[config.mk]
export PLATFORM = sky130hd
export DESIGN_NAME = pq_front_end
export DESIGN_NICKNAME = d
export VERILOG_FILES = /design/src/rtl/pq_front_end_pkg.sv /design/src/rtl/pq_sync_fifo.sv /design/src/rtl/pq_front_end.sv
export SDC_FILE = /design/constraint.sdc
export NUM_CORES = 1
export LEC_CHECK = 0
export BUFFER_PORTS_ARGS = -buffer_cell sky130_fd_sc_hd__buf_4
export CORE_UTILIZATION = 30
export DETAILED_ROUTE_END_ITERATION = 10
export PLACE_DENSITY = 0.54
export SLEW_MARGIN = 5
export SYNTH_ARGS = -nofsm -noshare
export SYNTH_HDL_FRONTEND = slang
export SYNTH_SLANG_ARGS = --single-unit
[constraint.sdc]
create_clock -name i_CLK -period 2.61 [get_ports i_CLK]
set_input_delay 0.522 -clock i_CLK [delete_from_list [all_inputs] [get_ports i_CLK]]
set_output_delay 0.522 -clock i_CLK [all_outputs]
set_load 0.01 [all_outputs]
[src/rtl/pq_front_end_pkg.sv]
// Shared types and width helpers for the priority-queue front end.
package pq_front_end_pkg;

  // Command issued to the register-array queue in a given cycle.
  typedef enum logic [1:0] {
    CMD_IDLE    = 2'd0,
    CMD_ENQ     = 2'd1,
    CMD_POP     = 2'd2,
    CMD_REPLACE = 2'd3
  } q_cmd_e;

  // Number of bits needed to hold values 0..max_val (never less than one bit).
  function automatic int width_for(input int unsigned max_val);
    return (max_val < 2) ? 1 : $clog2(max_val + 1);
  endfunction

endpackage

[src/rtl/pq_sync_fifo.sv]
// Small synchronous FIFO with a combinational head view.
// Depth must be a power of two; pointers carry one wrap bit to tell full from empty.
module pq_sync_fifo
  import pq_front_end_pkg::*;
#(
  parameter int DATA_WIDTH = 16,
  parameter int FIFO_DEPTH = 4
) (
  input  logic                  i_CLK,
  input  logic                  i_RST,
  input  logic                  wr_en,
  input  logic [DATA_WIDTH-1:0] wr_data,
  input  logic                  rd_en,
  output logic [DATA_WIDTH-1:0] rd_data,
  output logic                  full,
  output logic                  empty
);

  localparam int AW = width_for(FIFO_DEPTH - 1);
  localparam logic [AW:0] PTR_ONE = (AW + 1)'(1);

  logic [DATA_WIDTH-1:0] mem [FIFO_DEPTH];
  logic [AW:0]           wr_ptr;
  logic [AW:0]           rd_ptr;
  logic                  do_wr;
  logic                  do_rd;

  assign do_wr = wr_en && !full;
  assign do_rd = rd_en && !empty;

  // Read and write pointers; reset empties the FIFO without touching storage.
  always_ff @(posedge i_CLK) begin
    if (i_RST) begin
      wr_ptr <= '0;
      rd_ptr <= '0;
    end else begin
      if (do_wr) wr_ptr <= wr_ptr + PTR_ONE;
      if (do_rd) rd_ptr <= rd_ptr + PTR_ONE;
    end
  end

  // Key storage; contents are only meaningful between the pointers.
  always_ff @(posedge i_CLK) begin
    if (do_wr) mem[wr_ptr[AW-1:0]] <= wr_data;
  end

  assign rd_data = mem[rd_ptr[AW-1:0]];
  assign empty   = (wr_ptr == rd_ptr);
  assign full    = (wr_ptr[AW] != rd_ptr[AW]) && (wr_ptr[AW-1:0] == rd_ptr[AW-1:0]);

endmodule

[src/rtl/pq_front_end.sv]
// Ingress/egress controller in front of the register-array priority queue.
// Buffers pushed keys, arbitrates one queue command per cycle (merging a push
// with a pop into a replace), holds the popped head in a valid/ready slot and
// spaces queue commands by a programmable settle gap.
module pq_front_end
  import pq_front_end_pkg::*;
#(
  parameter int DATA_WIDTH    = 16,
  parameter int FIFO_DEPTH    = 4,
  parameter int SETTLE_CYCLES = 0,
  parameter int CNT_WIDTH     = 8
) (
  input  logic                  i_CLK,
  input  logic                  i_RST,
  input  logic                  i_push_valid,
  output logic                  o_push_ready,
  input  logic [DATA_WIDTH-1:0] i_push_data,
  input  logic                  i_pop_valid,
  output logic                  o_pop_ready,
  output logic                  o_resp_valid,
  input  logic                  i_resp_ready,
  output logic [DATA_WIDTH-1:0] o_resp_data,
  output logic                  o_q_wrt,
  output logic                  o_q_read,
  output logic [DATA_WIDTH-1:0] o_q_data,
  input  logic                  i_q_full,
  input  logic                  i_q_empty,
  input  logic [DATA_WIDTH-1:0] i_q_head,
  output logic [CNT_WIDTH-1:0]  o_zero_drop_cnt
);

  localparam int                  SW          = width_for(SETTLE_CYCLES);
  localparam logic [SW-1:0]       SETTLE_LOAD = SW'(SETTLE_CYCLES);
  localparam logic [SW-1:0]       SETTLE_ONE  = SW'(1);
  localparam logic [CNT_WIDTH-1:0] CNT_MAX    = '1;
  localparam logic [CNT_WIDTH-1:0] CNT_ONE    = CNT_WIDTH'(1);

  // Saturating increment for the zero-drop counter.
  function automatic logic [CNT_WIDTH-1:0] sat_inc(input logic [CNT_WIDTH-1:0] v);
    return (v == CNT_MAX) ? v : v + CNT_ONE;
  endfunction

  logic                  fifo_full;
  logic                  fifo_empty;
  logic [DATA_WIDTH-1:0] fifo_head;
  logic                  fifo_wr;
  logic                  fifo_rd;
  logic                  push_hs;
  logic                  push_zero;
  logic                  cmd_ok;
  logic                  pop_hs;
  q_cmd_e                q_cmd;
  logic [SW-1:0]         settle_cnt_p0;
  logic                  resp_vld_p1;
  logic [DATA_WIDTH-1:0] resp_data_p1;
  logic [CNT_WIDTH-1:0]  zero_cnt;

  // Push side: zero keys mark empty queue slots, so they never enter the FIFO.
  assign o_push_ready = !fifo_full;
  assign push_hs      = i_push_valid && o_push_ready;
  assign push_zero    = (i_push_data == '0);
  assign fifo_wr      = push_hs && !push_zero;

  // Pop gate depends only on state and queue status, never on i_pop_valid.
  assign cmd_ok      = (settle_cnt_p0 == '0);
  assign o_pop_ready = cmd_ok && !i_q_empty && (!resp_vld_p1 || i_resp_ready);
  assign pop_hs      = i_pop_valid && o_pop_ready;

  pq_sync_fifo #(
    .DATA_WIDTH (DATA_WIDTH),
    .FIFO_DEPTH (FIFO_DEPTH)
  ) u_fifo (
    .i_CLK   (i_CLK),
    .i_RST   (i_RST),
    .wr_en   (fifo_wr),
    .wr_data (i_push_data),
    .rd_en   (fifo_rd),
    .rd_data (fifo_head),
    .full    (fifo_full),
    .empty   (fifo_empty)
  );

  // Command arbitration: a pop always wins, folding a buffered key into a replace.
  always_comb begin
    q_cmd = CMD_IDLE;
    if (pop_hs) begin
      q_cmd = fifo_empty ? CMD_POP : CMD_REPLACE;
    end else if (cmd_ok && !fifo_empty && !i_q_full) begin
      q_cmd = CMD_ENQ;
    end
  end

  // Queue strobes and data for the selected command.
  always_comb begin
    o_q_wrt  = 1'b0;
    o_q_read = 1'b0;
    o_q_data = '0;
    fifo_rd  = 1'b0;
    unique case (q_cmd)
      CMD_REPLACE: begin
        o_q_wrt  = 1'b1;
        o_q_read = 1'b1;
        o_q_data = fifo_head;
        fifo_rd  = 1'b1;
      end
      CMD_POP: begin
        o_q_read = 1'b1;
      end
      CMD_ENQ: begin
        o_q_wrt  = 1'b1;
        o_q_data = fifo_head;
        fifo_rd  = 1'b1;
      end
      default: begin
        o_q_wrt  = 1'b0;
      end
    endcase
  end

  // Settle gap: reload on every issued command, count down while idle.
  always_ff @(posedge i_CLK) begin
    if (i_RST) begin
      settle_cnt_p0 <= '0;
    end else if (q_cmd != CMD_IDLE) begin
      settle_cnt_p0 <= SETTLE_LOAD;
    end else if (settle_cnt_p0 != '0) begin
      settle_cnt_p0 <= settle_cnt_p0 - SETTLE_ONE;
    end
  end

  // ---- response stage: popped head registered into the valid/ready slot ----
  // A new capture takes precedence over a drain in the same cycle.
  always_ff @(posedge i_CLK) begin
    if (i_RST) begin
      resp_vld_p1  <= 1'b0;
      resp_data_p1 <= '0;
    end else if (q_cmd == CMD_POP || q_cmd == CMD_REPLACE) begin
      resp_vld_p1  <= 1'b1;
      resp_data_p1 <= i_q_head;
    end else if (i_resp_ready) begin
      resp_vld_p1  <= 1'b0;
    end
  end

  assign o_resp_valid = resp_vld_p1;
  assign o_resp_data  = resp_data_p1;

  // Count of discarded zero keys, held at all-ones once saturated.
  always_ff @(posedge i_CLK) begin
    if (i_RST) begin
      zero_cnt <= '0;
    end else if (push_hs && push_zero) begin
      zero_cnt <= sat_inc(zero_cnt);
    end
  end

  assign o_zero_drop_cnt = zero_cnt;

endmodule

# Yosys cells after proc, flatten, opt, wreduce, memory -nomap -nowiden
# Memories as Yosys holds them, arrays and structs flattened. A register that Yosys moved wholly into a read port is not among the register bits.
# Index checks and enable logic that the tools add are counted.
[totals]
regBits = 32
input_bits = 39
memories = 1
mem_bits_rw = 64
wordCells = 58
[memory_table]
columns = ["name", "words", "word_bits", "read_ports", "rd_ports_with_merged_regs", "write_ports", "line", "source"]
rows = [
  ["u_fifo.mem", 4, 16, 1, 1, 1, "pq_sync_fifo.sv:22", "logic [DATA_WIDTH-1:0] mem [FIFO_DEPTH];"],
]
[op_classes]
reduce_logical = 26
muxes = 12
eq_ne = 7
bitwise_logic = 2
addsub = 4
[op_table]
columns = ["operator", "n"]
rows = [
  ["$logic_not 16->1", 1],
  ["$mux 16", 1],
  ["$logic_and 1x1->1", 11],
  ["$add 8x1->8 const B", 1],
  ["$eq 8x8->1 const B", 1],
  ["$mux 1", 8],
  ["$add 3x1->3 const B", 2],
  ["$logic_not 1->1", 6],
  ["$mux 2", 3],
  ["$eq 2x2->1 const B", 2],
  ["$reduce_bool 2->1", 2],
  ["$reduce_or 2->1", 2],
  ["$eq 3x3->1", 1],
  ["$reduce_or 3->1", 1],
  ["$eq 2x1->1 const B", 1],
  ["$eq 2x2->1", 1],
  ["$logic_or 1x1->1", 2],
  ["$not 1->1", 2],
  ["$reduce_and 2->1", 1],
  ["$ne 1x1->1", 1],
  ["$sub 1x1->1 const B", 1],
]

# Longest topological paths before layout
[depth]
word_depth = 12
depth_mapped = 6

# Modules after synthesis
# From an unflattened synthesis, not the netlist that was laid out.
[hier_totals]
hier_cells = 311
hier_area_um2 = 4127.7
[by_module_without_submodules]
columns = ["module", "n_inst", "seq_area_each_um2", "area_each_um2", "cells_each"]
rows = [
  ["pq_sync_fifo", 1, 2082.0, 2885.3, 152],
  ["pq_front_end", 1, 520.5, 1242.4, 159],
]

# Least setup slack after synthesis
# No wires, ideal clock.
[synth_timing]
path_kind = "input port to output port"
startpoint = "input port i_resp_ready"
endpoint = "output port o_q_data[10]"
path_slack_ns = 0.553
n_path_buf = 2
cell_stages = 6
required_time_ns = 2.088
arrival_ns = 1.535
cell_sequence = "nand2b_1 > a31oi_1 > or2_0 > buf_2 > buf_2 > nor2b_1"
[synth_via]
elab_chain_len = 7
word_cells_on_any_way = 8
classes_between = "eq/ne (2); mux (2); reduce/logical (4)"
[synth_lines]
columns = ["element", "line", "source"]
rows = [
  ["start, declared", "pq_front_end.sv:21", "input logic i_resp_ready,"],
  ["$logic_or 1x1->1 *", "pq_front_end.sv:66", "assign o_pop_ready = cmd_ok && !i_q_empty && (!resp_vld_p1 || i_resp_ready);"],
  ["$logic_and 1x1->1 *", "pq_front_end.sv:66", ""],
  ["$logic_and 1x1->1 *", "pq_front_end.sv:67", "assign pop_hs = i_pop_valid && o_pop_ready;"],
  ["$mux 2 *", "pq_front_end.sv:86", "if (pop_hs) begin"],
  ["$eq 2x2->1 or $eq 2x1->1 (tied branches)", "pq_front_end.sv:99", "unique case (q_cmd)"],
  ["$reduce_or 2->1 (no line) *", "--", ""],
  ["$mux 16 *", "pq_front_end.sv:99", ""],
  ["end, declared", "pq_front_end.sv:25", "output logic [DATA_WIDTH-1:0] o_q_data,"],
]
# Mark *: on every way between the ends. The rest lies on a longest branch, timed or not.

# Final worst setup path
[layout_timing]
startpoint = "register u_fifo.wr_ptr[2]"
endpoint = "output port o_q_data[13]"
[layout_via]
elab_chain_len = 9
word_cells_on_any_way = 11
classes_between = "eq/ne (3); mux (4); reduce/logical (4)"
[layout_lines]
columns = ["element", "line", "source"]
rows = [
  ["start, declared", "pq_sync_fifo.sv:23", "logic [AW:0] wr_ptr;"],
  ["start signal, assigned", "pq_sync_fifo.sv:37", "if (do_wr) wr_ptr <= wr_ptr + PTR_ONE;"],
  ["$eq 3x3->1 *", "pq_sync_fifo.sv:48", "assign empty = (wr_ptr == rd_ptr);"],
  ["$logic_not 1->1", "pq_front_end.sv:88", "end else if (cmd_ok && !fifo_empty && !i_q_full) begin"],
  ["$logic_and 1x1->1 (2 in a row)", "pq_front_end.sv:88", ""],
  ["$mux 1", "pq_front_end.sv:88", ""],
  ["$mux 2 *", "pq_front_end.sv:86", ""],
  ["$eq 2x2->1 or $eq 2x1->1 (tied branches)", "pq_front_end.sv:99", ""],
  ["$reduce_or 2->1 (no line) *", "--", ""],
  ["$mux 16 *", "pq_front_end.sv:99", ""],
]
# Marks and branches as above.

==> results.md <==
* Status: completed
* Total CTS buffers at 9
* P per Cell Area at 624 nW/um^2
* FILL cells at between 1,000 and 1,500
* Clock Sink Count at 98
* Initial cell density of the core at between 30% and 40%
* Clock H-tree levels at 3
* Hold Slack at between 0.4 and 0.5 ns
* Finished layout cell area at around 5200 sq um
* Root Driver: clkbuf_16
* Num rows at 42
* First-pass GRT wire length at ~14 mm
* Post-Syn Area per Cell at around 14 sq um
* Leakage power at roughly 0.0019 uW
* Nets@finish at between 400 and 500
* Synthesized area at between 4000 and 5000 sq um
* WL/cell at around 15 um
* Layout cells sized above 1 at around 36%
* Sequential area share after synthesis at 64.2%
* CP Launch Type: flip-flop
* Port-buffer cells at between 80 and 90
* Post-synth EDFFs at 64
* Cell count after synthesis at roughly 290
* Router iterations before antenna repair at 4
* Worst Hold End: u_fifo.mem[3][1]
* Commonest cells in the netlist: edfxtp_1 (64), dfxtp_1 (34), nand2_1 (34)
* CTS clk-pin slew, worst paths at roughly 0.07 ns
* Top-area cell type share of the netlist area at a little under half
* # diodes at 0
* Iteration-0 DRC count of the detailed router at 175
* Post-route clock period utilization at a little over nine tenths
* DR vias at roughly 2,600
* DPL Wire Length at ~5.7 mm
* Remaining DRCs at 0
* Initial antenna violation count at 0
* GRT overflow at 0
* Synth Net Count at 333
* Core area at 13,200 sq um
* Slew Limit Fails at 0
* Die height at roughly 120 um
* Synth area leaders: edfxtp_1 (47%), dfxtp_1 (17%), mux4_2 (8.9%), nor2b_1 (3.7%), nand2_1 (3.2%)
* Most common cell in the netlist: edfxtp_1
* Worst Hold Depth at 1
* Crit Path Class: flip-flop to primary output
* RR Endpoint: u_fifo.mem[3][15]
* Reg2reg setup slack at about 0.74 ns
* TritonCTS clock tree: built
* Crit path DAT at 1.94 ns
* CTS Buffer Depth at 2
* Critical path peak fanout at 17
* Multi-input gate area at approximately 1400 sq um
* Max Fclk at about 400 MHz
* Ys flop type: edfxtp_1
* CP Data Required Time at between 2 and 2.5 ns
* HP Start: i_push_data[1]
* Final hold violation count at 0
* Critical-path cell list: xnor2_1, nor3b_2, or2_0, buf_12, nor2b_1, buf_4
* I/O Pins at 84
* GRT Resource Usage Total at 12.6%
* Setup TNS at 0 ns
* Worst path max stage delay at 0.35 ns
* Final number of setup-violating endpoints at 0
* #FFs+latches synth at 98
* CP max-delay cell: nor3b_2
* CP Capture Type: primary output
* Largest net degree at the start of global routing at 40
* Fin crit period at around 2.5 ns
* Clk_skew at about 0.0061 ns
* ANT nets after route at 0
* Worst hold path type: input pin to flip-flop
* Area Overhead vs Synth at 29.0%
* DR vias/cell at approximately 4.6
* Synth async-reset ratio at 0%
* Fin util at ~40%
* Number of max-cap violations at 0
* Vias in the first global route at ~2,600
* Worst skew pair latency at roughly 0.34 ns
* Unrepaired setup endpoints after global routing: false
* Die area at about 14,000 sq um
* RR Startpoint: u_fifo.wr_ptr[1]
* DP Area at 4960 sq um
* Peak VDD IR at about 0.00029 V
* Storage cell area at approximately 2600 sq um
* Cell taking the most area after synthesis: edfxtp_1
* Die W at approximately 120 um
* Post-synth cell types at 42
* Post-CTS Setup Inserts at 0
* Post-Route WL at 8.35 mm
* Worst reg-to-reg path cell count at 4
* YS warnings at 0
* Placer Congestion at 0.682
-- cell usage in the layout (no fill, tap or decap), drive strengths merged, types with 5 or more instances in the layout --
| cell type | instances |
|---|---|
| buf | 97 |
| edfxtp | 64 |
| nand2 | 34 |
| dfxtp | 34 |
| nor2b | 24 |
| a21oi | 24 |
| mux4 | 16 |
| nor2 | 11 |
| clkbuf | 11 |
| mux2 | 7 |
| nor4 | 7 |
| nand3 | 6 |
| ha | 6 |
| and3 | 5 |
-- metrics by stage --
stage / total power, uW / std cells / worst slack (ns)
after floorplan: 1930 / 288 / 0.553
after global placement: 2100 / 546 / 0.351
after detailed placement: 2100 / 546 / 0.318
after CTS: 3300 / 561 / 0.115
after global routing: 3390 / 561 / 0.0000944
final: 3260 / 561 / 0.150
-- worst max-delay path by stage --
stage                          start                  to  slack, ns  cells past startpoint
floorplan               i_resp_ready        o_q_data[10]       0.55                      6
global placement      i_push_data[2]  o_zero_drop_cnt[7]       0.35                      6
detailed placement    i_push_data[2]  o_zero_drop_cnt[2]       0.32                      6
CTS                 u_fifo.wr_ptr[2]        o_q_data[10]       0.11                      6
global route        u_fifo.wr_ptr[1]         o_q_data[3]    0.00009                      6
finish              u_fifo.wr_ptr[2]        o_q_data[13]       0.15                      6
-- power breakdown --
| part | switching [uW] | internal (uW) | total, uW |
|---|---|---|---|
| registers | 18.7 | 1710 | 1730 |
| logic | 164 | 175 | 339 |
| clock network | 553 | 643 | 1200 |
-- layer usage --
layer  share of wire (%)  up-vias  track usage (%)  routed length, um
met5                   0        -                0                  0
met4                 1.1        0             3.13                 93
met3                 5.9        8             4.05                492
met2                  48       78             20.8               3980
met1                  45     1230             16.0               3780
li1                    -     1251                -                  -
-- repair_timing --
| item | CTS | global route |
|---|---|---|
| hold buffers | 0 | 0 |
| resized for setup | 0 | 1 |
| endpoints found under the hold margin | 0 | 0 |
| setup endpoints to repair | 0 | 2 |
-- registers in the layout, indices dropped and copies added, names as in the netlist, named ones only --
register,flops
u_fifo.mem,64
o_resp_data,16
o_zero_drop_cnt,8
u_fifo.rd_ptr,3
u_fifo.wr_ptr,3
o_resp_valid,1
settle_cnt_p0,1
-- kinds of logic (layout without fill, tap and decap cells) --
| kind of cell | after synthesis | count (layout) | synth area share (%) |
|---|---|---|---|
| and+or+nand+nor | 103 | 103 | 15.3 |
| DFF | 98 | 98 | 64.2 |
| adders and majority gates | 6 | 6 | 1.85 |
| muxes | 23 | 23 | 10.8 |
| xor gates and xnor gates | 3 | 3 | 0.649 |
| AOI/OAI and AO/OA | 35 | 35 | 4.76 |
| other | 1 | 1 | 0.0926 |
| buffers and inverters | 19 | 116 | 2.32 |
-- worst max-delay path, delay by kind of cell, from the launching register on --
| family | cells | cell delay, ns |
|---|---|---|
| xor+xnor | 1 | 0.29 |
| buf+inv | 2 | 0.32 |
| flops | 1 | 0.34 |
| simple gates | 3 | 0.65 |
-- layout make-up --
cell class / instances / share of cell area, %
tap: 176 / 4.21
inverter: 4 / 0.287
multi-input combinational: 171 / 26.1
sequential: 98 / 49.8
clock buffer: 11 / 4.45
timing repair buffer: 97 / 14.6
clock inverter: 4 / 0.551
No activity file was read; power rests on OpenSTA's default activity.
